===== src/rtl/panda_risc_v_inst_buf.sv =====
// Instruction buffer between fetch and decode. It is a first-word fall-through FIFO
// with a wrap-bit pointer pair and a single-cycle flush for redirects.
module panda_risc_v_inst_buf #(
  parameter int inst_buf_depth   = 4,
  parameter int simulation_delay = 1
) (
  input  logic         clk,
  input  logic         rst,
  input  logic         flush_req,
  input  logic [127:0] s_if_res_data,
  input  logic [3:0]   s_if_res_msg,
  input  logic         s_if_res_valid,
  output logic         s_if_res_ready,
  output logic [127:0] m_inst_data,
  output logic [3:0]   m_inst_msg,
  output logic         m_inst_valid,
  input  logic         m_inst_ready,
  output logic [4:0]   inst_buf_cnt,
  output logic         inst_buf_empty,
  output logic         inst_buf_full
);

  localparam int unsigned AW = $clog2(inst_buf_depth);

  if (inst_buf_depth < 2 || inst_buf_depth > 16 ||
      (inst_buf_depth & (inst_buf_depth - 1)) != 0 || simulation_delay < 0) begin : g_param_check
    $error("panda_risc_v_inst_buf: inst_buf_depth must be a power of 2 in 2..16");
  end

  logic [AW:0]  wptr_q, wptr_d;
  logic [AW:0]  rptr_q, rptr_d;
  logic [AW:0]  ptr_diff;
  logic [131:0] mem_q [inst_buf_depth];
  logic         full, empty, push, pop;

  assign empty    = (wptr_q == rptr_q);
  assign full     = ((wptr_q ^ rptr_q) == {1'b1, {AW{1'b0}}});
  assign ptr_diff = wptr_q - rptr_q;

  assign s_if_res_ready = ~full;
  assign m_inst_valid   = ~empty;
  assign inst_buf_cnt   = 5'(ptr_diff);
  assign inst_buf_empty = empty;
  assign inst_buf_full  = full;

  // The head word is gated to zero when empty, so the outputs read as zero out of
  // reset even though the storage array itself is never reset.
  assign {m_inst_data, m_inst_msg} = empty ? '0 : mem_q[rptr_q[AW-1:0]];

  always_comb begin
    push   = s_if_res_valid & ~full & ~flush_req;
    pop    = ~empty & m_inst_ready & ~flush_req;
    wptr_d = wptr_q;
    rptr_d = rptr_q;
    if (flush_req) begin
      rptr_d = wptr_q;
    end else begin
      if (push) wptr_d = wptr_q + 1'b1;
      if (pop)  rptr_d = rptr_q + 1'b1;
    end
  end

  always_ff @(posedge clk or posedge rst) begin
    if (rst) begin
      wptr_q <= '0;
      rptr_q <= '0;
    end else begin
      wptr_q <= wptr_d;
      rptr_q <= rptr_d;
    end
  end

  always_ff @(posedge clk) begin
    if (push) mem_q[wptr_q[AW-1:0]] <= {s_if_res_data, s_if_res_msg};
  end

endmodule


===== config.mk =====
export PLATFORM = sky130hd
export DESIGN_NAME = panda_risc_v_inst_buf
export DESIGN_NICKNAME = d
export VERILOG_FILES = /design/src/rtl/panda_risc_v_inst_buf.sv
export SDC_FILE = /design/constraint.sdc
export NUM_CORES = 1
export LEC_CHECK = 0
export CAP_MARGIN = 20
export CORE_ASPECT_RATIO = 1.2
export CORE_MARGIN = 2
export CORE_UTILIZATION = 55
export CTS_CLUSTER_SIZE = 20
export DETAILED_ROUTE_END_ITERATION = 10
export PLACE_DENSITY = 0.92
export SETUP_SLACK_MARGIN = 0.5
export SLEW_MARGIN = 20
export SYNTH_ARGS = -nofsm -noshare
export SYNTH_HDL_FRONTEND = slang
export SYNTH_SLANG_ARGS = --single-unit

===== constraint.sdc =====
create_clock -name clk -period 13.9 [get_ports clk]
set_input_delay 2.78 -clock clk [delete_from_list [all_inputs] [get_ports clk]]
set_output_delay 2.78 -clock clk [all_outputs]
set_load 0.01 [all_outputs]

## After elaboration in Yosys (flattened, before gate mapping)

Memory sizes are Yosys's and may differ from the RTL's.
Cells that the tools add are included.
Widths: inputs -> output; s select.

- Bits in writable memories: 528
- Memories: 1
- ROM bits: 0
- Register bits after elaboration: 6
- Bits in latches: 0
- Output and inout port bits: 141

- Bitwise gates (word level): 8
- Reduce and logical (&&, ||, !) cells: 2
- Equality and inequality tests: 2
- Multipliers: 0
- $add $sub $neg: 3
- Multiplexer cells: 5
- Divide/modulo/power cells: 0
- $lt $le $gt $ge: 0
- Shifts and indexed selects: 0

Memory list:

| memory | depth | bits a word | read ports | clocked after memory_dff | write ports | line | source |
|---|---|---|---|---|---|---|---|
| mem_q | 4 | 132 | 1 | 0 | 1 | 33 | `logic [131:0] mem_q [inst_buf_depth];` |

Operators by type and width:

| operator | count |
|---|---|
| $mux 132 | 1 |
| $add 3x1->3 const B | 2 |
| $mux 3 | 2 |
| $and 1x1->1 | 4 |
| $eq 3x3->1 | 1 |
| $eq 3x3->1 const B | 1 |
| $not 1->1 | 3 |
| $sub 3x3->3 | 1 |
| $xor 3x3->3 | 1 |
| $mux 1 | 2 |
| $reduce_and 2->1 | 1 |
| $reduce_bool 2->1 | 1 |

## Depth between registers and ports, before layout

Gate-level depths: netlist (run 1).

- Depth after elaboration: 7
- Depth in mapped cells: 9
- Gate-level depth less buffers: 5

## Worst setup path before layout (run 1)

Ideal clock, no wire load.

- Path type: input to register
- Start: input port flush_req
- End: memory mem_q[3][0] (enable)
- Arrival time: 12.695 ns
- Cell stages on the path: 2
- Setup slack: 0.382 ns
- Cells stage by stage: nand2b_1 a211oi_1

- Cells in the longest elaborated chain, start to end: 4

RTL lines:

| item | line | source |
|---|---|---|
| from (decl) | 9 | `input logic flush_req,` |
| $not 1->1 | 51 | `push = s_if_res_valid & ~full & ~flush_req;` |
| $and 1x1->1 | 51 |  |
| $mux 1 | 74 | `if (push) mem_q[wptr_q[AW-1:0]] <= {s_if_res_data, s_if_res_msg};` |
| $mux 1 (not written as such) | 74 |  |
| to (decl) | 33 |  |

No other way between the ends.

## Worst setup path in the final report (run 1)

- Start: register rptr_q[1]
- End: output port m_inst_data[6]

- Cells in the longest elaborated chain, start to end: 2

RTL lines:

| item | line | source |
|---|---|---|
| from (decl) | 31 | `logic [AW:0] rptr_q, rptr_d;` |
| from (signal assigned) | 69 | `rptr_q <= rptr_d;` |
| $mem_v2 4x132 / $eq 3x3->1 (equally long branches) | n/a |  |
| $mux 132 (*) | 48 | `assign {m_inst_data, m_inst_msg} = empty ? '0 : mem_q[rptr_q[AW-1:0]];` |
| to (decl) | 14 | `output logic [127:0] m_inst_data,` |

Mark *: on every way between the ends. The rest lies on a longest branch, timed or not.

==> results of run 1 <==
==> state kept, by name (all words and copies together), names as in the netlist <==
name    flops
mem_q     528
rptr_q      3
wptr_q      3
==> critical path, stage by stage (launching register included) <==
cell and delay [ps]:
dfrtp_4 1030, inv_1 160, ha_1 360, and2_1 270, nand2_4 270, buf_4 780, and2_1 300, clkdlybuf4s50_1 560
==> logic make-up (layout without fill, tap and decap cells) <==
family / Yosys count / count (layout) / synth area share, %
buffers and inverters: 58 / 384 / 1.53
flip-flops: 534 / 534 / 78.2
XOR/XNOR: 5 / 5 / 0.251
adder cells (fa/ha/maj): 8 / 8 / 0.526
other: 1 / 7 / 0.0183
AND/OR/NAND/NOR: 150 / 150 / 4.49
multiplexers: 133 / 133 / 14.6
AO/OA/AOI/OAI: 10 / 10 / 0.367
==> cells in the mapped netlist, types with 2 or more instances <==
master,number,area share [%]
inv_1,11,0.20
xnor2_1,2,0.086
nand3_1,3,0.073
nand2_1,4,0.073
ha_1,7,0.43
nor2_1,3,0.055
and2_1,136,4.2
buf_2,16,0.39
clkbuf_2,4,0.098
xor2_1,2,0.086
a21oi_1,2,0.049
edfxtp_1,528,77
clkbuf_1,16,0.29
buf_6,8,0.44
dfrtp_1,6,0.73
buf_4,3,0.11
mux4_2,132,15
==> power by group through the flow <==
stage / combinational [mW] / sequential (mW) / clock (mW)
after floorplan: 1.23 / 2.08 / 0
after global placement: 2.15 / 2.14 / 0
after detailed placement: 2.20 / 2.16 / 0
after CTS: 2.22 / 2.12 / 1.34
after global routing: 2.36 / 2.10 / 1.40
final: 2.22 / 2.09 / 1.32
==> layer usage <==
layer	wire length [um]	track usage (%)	vias to the layer above	part of all wire [%]
met5	13	0	-	0.032
met4	1180	7.37	2	2.9
met3	2720	4.85	73	6.7
met2	21000	36.0	398	52
met1	15600	26.8	5110	38
li1	-	-	4247	-
==> final cells by class <==
class | count | area (um2)
multi-input cells | 308 | 4170
flip-flops and latches | 534 | 16000
well taps | 474 | 593
inverters | 11 | 41.3
diodes | 5 | 12.5
clock buffers | 53 | 1240
clock inverters | 33 | 330
repair buffers | 287 | 2860
fillers | 2243 | 11500
==> through the flow <==
stage / hold WS, ps / cell area, um2
finish: 596 / 25300
global route: 606 / 25300
CTS: 595 / 25200
detailed placement: 585 / 23700
global placement: 562 / 23700
floorplan: 548 / 20500
==> worst min path at each step <==
stage | from | endpoint | slack (ps) | cells past startpoint
global route | wptr_q[2] | wptr_q[2] | 610 | 1
detailed placement | wptr_q[2] | wptr_q[2] | 580 | 1
global placement | wptr_q[2] | wptr_q[2] | 560 | 1
floorplan | wptr_q[2] | wptr_q[2] | 550 | 1
finish | wptr_q[2] | wptr_q[2] | 600 | 1
CTS | wptr_q[2] | wptr_q[2] | 590 | 1
==> metrics, run 1 <==
Tot Pwr approximately 5.6 mW; kind of start point of the critical path flip-flop; drt pass-1 iters 5; Total Die Area a little under 40000 um2; Required @ worst endpoint 11120 ps; sw frac between 20 and 30%; r2r startpoint rptr_q[1]; share of layout cells above drive strength 1 approximately 18%; FMAX roughly 140 MHz; Setup crit start rptr_q[1]; DIE WIDTH ~180 um; initial DRC count 818; post-route ant nets 0; post-layout util ~69%; status complete, no violations; post-placement worst setup slack 7230 ps; crit path time final around 7100 ps; die height between 200 and 250 um; Comb power frac slightly below 40%; root buffer cell clkbuf_16; hold buffer count at cts 0; first-pass GRT wire length a little over 60 mm; clk sink count roughly 530; leak pwr between 8 and 9 nW; register area share after synthesis ~78%; Reg clk slew, reported paths approximately 60 ps; Setup Skew roughly 11 ps; FF-to-FF End mem_q[2][61]; wire per inst 23.7 um; RSZ-0062 raised after global routing false; max_slew headroom 23.7%; maximum root-to-sink buffer count 3; fin. max-slew vios 0; grt total ovfl 0; Synth Area per Inst ~23 um2; DRC 0; H-tree depth 2; TritonCTS buffer count between 40 and 50; core footprint 36800 um2; P_sw 1.63 mW; post-synthesis cell area 20500 um2; gr usage total 21.0%; leading cell type in the layout, fill and taps excluded edfxtp_1; synthesized instance count ~900; clock network power share about a quarter; PortBufs 275; Critical Path Sink m_inst_data[6]; Detailed Route WL around 40 mm; GP Congestion between 0.7 and 0.8; Pint around 4.0 mW; FP Rows 77; r2r setup slk 9140 ps; fin nets 1336; worst setup margin just under 7000 ps; VDD IR-drop max around 0.15 mV; crit end category primary output; number of global-route vias before repair between 10000 and 15000; Critical Path AT 4350 ps; most frequent cells in the layout 528 x edfxtp_1, 275 x clkdlybuf4s50_1, 133 x and2_1, 132 x mux4_2, 49 x clkbuf_16; setup TNS 0 ps; Starting Density 55.6%; via count approximately 9800; Final Hold Viols 0; Post-synth ARST share 1.12%; reg2reg path depth 7; number of synthesized flops with an enable pin 528; #FFs+latches synth 534; worst skew pair latency 550 ps; worst-path maximum fanout 110; synthesis-to-layout area growth 23.5%; # IOs between 200 and 300; Post-Layout Cell Count 1705; fin crit share 51.3%; largest net degree at the start of global routing 111; Max Cap Viol 0; register share of total power a little under two fifths; Hold WC Path Type reg -> reg; post-DP HPWL between 20 and 25 mm; Post-CTS Resized 0; Setup violations, final 0; Power Dens Cells ~220 nW/um2; DP Cell Count about 1600; Slew @ Worst Pin about 1100 ps; TritonCTS clock tree done; Post CTS Setup Buffer Count 0; initial antenna violation count 6; Ys Warns 0; vias per inst just under 6; kind of critical path reg -> out; Main synth FF type edfxtp_1; synth unique cells 33
Power figures use the tool's default switching activity.
==> inputs of run 2 (changes only) <==
- clock period: 13.9 -> 7.3 ns (I/O delays scaled with it)
==> metrics, run 2 (synthesis gave the netlist of run 1 again) <==
status complete, no violations; Reg clk slew, reported paths 60 ps (about the same); crit path time final around 5700 ps; met3 usage 4.98% (+0.14 points); Critical Path AT 4200 ps (-150 ps); fin nets 1333 (-0.22%); met2 Use GR 35.7% (-0.32 points); Setup Skew 8.51 ps (-2.84 ps); Hold WC Path Type reg -> reg; Setup violations, final 0 (unchanged); GP Congestion 0.715 (-1.5%); FMAX about 180 MHz; leading cell type in the layout, fill and taps excluded edfxtp_1; FILL cells 2196 (-2.1%); FP Rows 77 (unchanged); largest net degree at the start of global routing 133 (+20%); r2r setup slk 3380 ps (-5760 ps); VDD IR-drop max 0.338 mV (+130%); H-tree depth 2 (unchanged); r2r startpoint rptr_q[1]; Worst path most repeated cell and2_1; setup TNS 0 ps (unchanged); maximum root-to-sink buffer count 3 (unchanged); post-DP HPWL 23.1 mm (-3.3%); max reg flops 528 (unchanged); Setup crit start rptr_q[1]; busiest layer in global routing met2; TritonCTS buffer count 49 (unchanged); Slew @ Worst Pin 1040 ps (-104 ps); Power Dens Cells 419 nW/um2 (+88%); post-route ant nets 0 (unchanged); first-pass GRT wire length 61.3 mm (-1.2%); most frequent cells in the layout 528 x edfxtp_1, 275 x clkdlybuf4s50_1, 133 x and2_1, 132 x mux4_2, 49 x clkbuf_16; Worst Hold Path Cells 1 (unchanged); vias per inst 5.75 (-0.19%); critical path depth in cells 7 (unchanged); Required @ worst endpoint 5840 ps (-5280 ps); hold slack 615 ps (+19.4 ps); Post-Layout Cell Count 1697 (-0.47%); Top Family by Delay on Critical Path buffers and inverters; kind of start point of the critical path flip-flop; die height 215 um (unchanged); via count 9765 (-0.66%); worst skew pair latency 560 ps (about the same); crit end category primary output; Total Die Area 38800 um2 (unchanged); met1 global-route usage 26.9% (+0.15 points); DRC 0 (unchanged); Detailed Route WL 39.9 mm (-1.4%); FF-to-FF End mem_q[0][78]; Critical Path Sink m_inst_data[1]; share of layout cells above drive strength 1 17.4% (-0.42 points); CP peak stage delay 840 ps (-190 ps); clk sink count 534 (unchanged); hold buffer count at cts 0 (unchanged); RSZ-0062 raised after global routing false; initial antenna violation count 3 (-3); DIE WIDTH 180 um (unchanged); leak pwr 8.08 nW (-0.55%); Post CTS Setup Buffer Count 0 (unchanged); DP Cell Count 1610 (-0.19%); Post-CTS Resized 0 (unchanged); # IOs 278 (unchanged); core footprint 36800 um2 (unchanged); gr usage total 20.8% (-0.26 points); Crit-path slowest cell dfrtp_4; max_slew headroom 30.7% (+7.0 points); fin. max-slew vios 0 (unchanged); post-layout util 68.5% (-0.20 points); Max Cap Viol 0 (unchanged); root buffer cell clkbuf_16; PortBufs 275 (unchanged); kind of critical path reg -> out; Final Hold Viols 0 (unchanged); reg2reg path depth 6 (-1); TritonCTS clock tree done; grt total ovfl 0 (unchanged); number of global-route vias before repair 10600 (+0.57%); worst-path maximum fanout 72 (-35%); CP Buf/Inv Count 3 (unchanged); initial DRC count 742 (-9.3%); wire per inst 23.5 um (-0.94%); fin crit share slightly below 80%; synthesis-to-layout area growth 23.1%; crit path cell chain inv_1 > ha_1 > and2_1 > nand2_4 > buf_4 > and2_1 > clkdlybuf4s50_1; Starting Density 55.6% (unchanged); drt pass-1 iters 7 (+2)
run 2: changes by cell type in the layout (fill, tap and decap cells not counted), moves of 3 or more:
| cell | before | now |
|---|---|---|
| diode_2 | 5 | 2 |
| buf_12 | 0 | 6 |
| buf_4 | 11 | 3 |
| clkinv_1 | 17 | 10 |
| clkbuf_1 | 4 | 12 |
| bufinv_16 | 7 | 3 |
run 2: worst min path at each step:
stage	startpoint	to
2_1_floorplan	wptr_q[2]	wptr_q[2]
3_3_place_gp	wptr_q[2]	wptr_q[2]
3_5_place_dp	wptr_q[2]	wptr_q[2]
4_1_cts	wptr_q[2]	wptr_q[2]
5_1_grt	wptr_q[2]	wptr_q[2]
6_report	wptr_q[2]	wptr_q[2]
run 2: through the flow:
stage                     instance area (um2)  setup WS [ps]  power [mW]
after CTS                               25200           1570        10.7
after detailed placement                23700           2180        8.28
final                                   25200           1640        10.6
after global routing                    25200           1430        11.0
after floorplan                         20500           1790        6.29
after global placement                  23700           2340        8.16
run 2: final cells by class:
type | count | area (um2) | area share [%]
repair buffers | 284 | 2900 | 11.5
well taps | 474 | 593 | 2.35
clock buffers | 61 | 1270 | 5.05
multi-input cells | 308 | 4170 | 16.6
diodes | 2 | 5.00 | 0.0199
clock inverters | 23 | 203 | 0.805
flip-flops and latches | 534 | 16000 | 63.6
inverters | 11 | 41.3 | 0.164
run 2: layer usage:
layer / share of wire [%] / wire length (um)
met1: 39 / 15600
met2: 51 / 20500
met3: 7.3 / 2900
met4: 2.2 / 886
met5: 0.028 / 11
run 2: worst register-to-register path: stages (launching register included):
cell     delay, ps
dfrtp_4        840
inv_1          160
ha_1           350
and2_1         270
a21oi_1        430
and2_4         870
buf_12         530
run 2: power by group:
group	total [mW]	leakage (nW)	internal, mW	switching (mW)
Sequential	3.98	4.86	3.78	0.195
Combinational	4.21	2.50	2.35	1.86
Clock	2.37	0.719	1.34	1.04
Total	10.6	8.08	7.47	3.09
==> inputs of run 3 (changes only) <==
- CORE_UTILIZATION: 55 -> 49
- PLACE_DENSITY: 0.92 -> 0.87
- clock period: 7.3 -> 4.7 ns (I/O delays scaled with it)
==> metrics, run 3 (synthesis gave the netlist of run 1 again) <==
status complete, no violations; drt pass-1 iters 6 (-1); H-tree depth 2 (unchanged); VDD IR-drop max 0.862 mV (+160%); Starting Density 49.4% (-6.2 points); Post-Layout Cell Count 1781 (+4.9%); r2r startpoint wptr_q[0]; crit path cell chain inv_1 > ha_1 > and2_4 > nand2_8 > buf_4 > and2_1 > clkdlybuf4s50_1; largest net degree at the start of global routing 136 (+2.3%); critical hold path startpoint wptr_q[2]; Reg clk slew, reported paths 60 ps (about the same); Setup crit start wptr_q[0]; PortBufs 275 (unchanged); maximum root-to-sink buffer count 3 (unchanged); first-pass GRT wire length 61.8 mm (+0.90%); hold buffer count at cts 0 (unchanged); register share of total power 36.0% (-1.7 points); FMAX 251 MHz; FILL cells 2809 (+28%); Max Cap Viol 0 (unchanged); DP Cell Count 1689 (+4.9%); FF/Latch Area 16000 um2 (unchanged); max reg flops 528 (unchanged); clk sink count 534 (unchanged); Setup violations, final 0 (unchanged); initial antenna violation count 6 (+3); Required @ worst endpoint 3760 ps (-2080 ps); wire per inst 22.6 um (-3.7%); Comb power frac 40.7% (+0.9 points); worst setup margin 716 ps (-922 ps); setup TNS 0 ps (unchanged); Total Die Area 43400 um2 (+12%); gr usage total 18.9% (-1.9 points); post-placement worst setup slack 1020 ps (-1160 ps); Pint 11.9 mW (+59%); fin. max-slew vios 0 (unchanged); DIE WIDTH 191 um (+5.8%); number of global-route vias before repair 10400 (-2.0%); worst skew pair latency 550 ps (about the same); core footprint 41400 um2 (+13%); via count 9801 (+0.37%); RSZ-0062 raised after global routing false; Crit-path slowest cell clkdlybuf4s50_1; die height 228 um (+5.8%); Slew @ Worst Pin 1100 ps (+60.1 ps); kind of critical path reg -> out; Detailed Route WL 40.3 mm (+1.0%); Hold WC Path Type reg -> reg; TritonCTS clock tree done; fin nets 1339 (+0.45%); Top Family by Delay on Critical Path buffers and inverters; GP Congestion 0.810 (+13%); synthesis-to-layout area growth 24.7%; crit path time final ~4000 ps; post-route ant nets 0 (unchanged); fin crit share a little over four fifths; leading cell type in the layout, fill and taps excluded edfxtp_1; sw frac 29.1% (-0.17 points); Power Dens Cells 657 nW/um2 (+57%); DRC 0 (unchanged); TritonCTS buffer count 49 (unchanged); crit end category primary output; grt total ovfl 0 (unchanged); share of layout cells above drive strength 1 18.3% (+0.87 points); worst-path maximum fanout 62 (-14%); leak pwr 8.17 nW (+1.2%); clock network power share 23.3% (+0.8 points); CP Buf/Inv Count 3 (unchanged); Setup Skew 11.7 ps (+3.22 ps); root buffer cell clkbuf_16; initial DRC count 795 (+7.1%); P_sw 4.88 mW (+58%); CP peak stage delay 550 ps (-290 ps); max_slew headroom 26.7% (-4.0 points); # IOs 278 (unchanged); Final Hold Viols 0 (unchanged); kind of start point of the critical path flip-flop; area of the multi-input gates 4190 um2 (+0.57%); vias per inst 5.50 (-4.4%); Critical Path AT 3040 ps (-1160 ps); most frequent cells in the layout 528 x edfxtp_1, 275 x clkdlybuf4s50_1, 132 x mux4_2, 132 x and2_1, 51 x clkbuf_16; hold slack 595 ps (-20.1 ps); post-DP HPWL 23.7 mm (+2.6%); FP Rows 82 (+6.5%)
run 3: changes by cell type in the layout (fill, tap and decap cells not counted), sizes merged:
cell / delta
clkbuf: +3
bufinv: +2
clkinv: +3
diode: -1
clkinvlp: -1
buf: +6
run 3: metrics by stage:
stage	area (um2)	utilization (%)	total power, mW
2_1_floorplan	20500	-	9.77
3_3_place_gp	23900	57.6	12.9
3_5_place_dp	23900	57.6	13.0
4_1_cts	25500	61.5	17.0
5_1_grt	25500	61.5	17.5
6_report	25500	61.5	16.8
run 3: area by class of cell:
class	instances	area share (%)
diodes	1	0.00981
clock buffers	64	5.20
clock inverters	27	1.06
inverters	11	0.172
multi-input cells	308	16.4
flip-flops and latches	534	62.8
well taps	546	2.68
repair buffers	290	11.7
run 3: final timing paths:
check | depth (start not counted) | slack, ps | end
hold reg to reg | 1 | 600 | wptr_q[2]
min in group asynchronous | 2 | 620 | rptr_q[2]
max in group asynchronous | 2 | 3840 | rptr_q[0]
hold / removal | 1 | 600 | wptr_q[2]
setup / recovery | 7 | 720 | m_inst_data[39]
setup reg to reg | 6 | 1920 | mem_q[1][44]
run 3: power by group through the flow:
stage | clock [mW] | sequential [mW] | combinational, mW
2_1_floorplan | 0 | 6.10 | 3.68
4_1_cts | 4.00 | 6.03 | 6.95
6_report | 3.90 | 6.03 | 6.82
3_3_place_gp | 0 | 6.07 | 6.79
3_5_place_dp | 0 | 6.12 | 6.87
5_1_grt | 4.18 | 6.07 | 7.30
run 3: metal layers:
layer | vias up | global-route usage (%) | share of wire, %
li1 | 4261 | - | -
met1 | 5042 | 25.3 | 40
met2 | 410 | 30.5 | 49
met3 | 80 | 4.95 | 8.4
met4 | 8 | 6.20 | 2.9
met5 | - | 0 | 0.13
run 3: repair_timing:
item	4_1_cts	5_1_grt
endpoints found under the setup margin	28	7
setup buffers	0	0
gates resized for setup	1	2
cloned	0	0
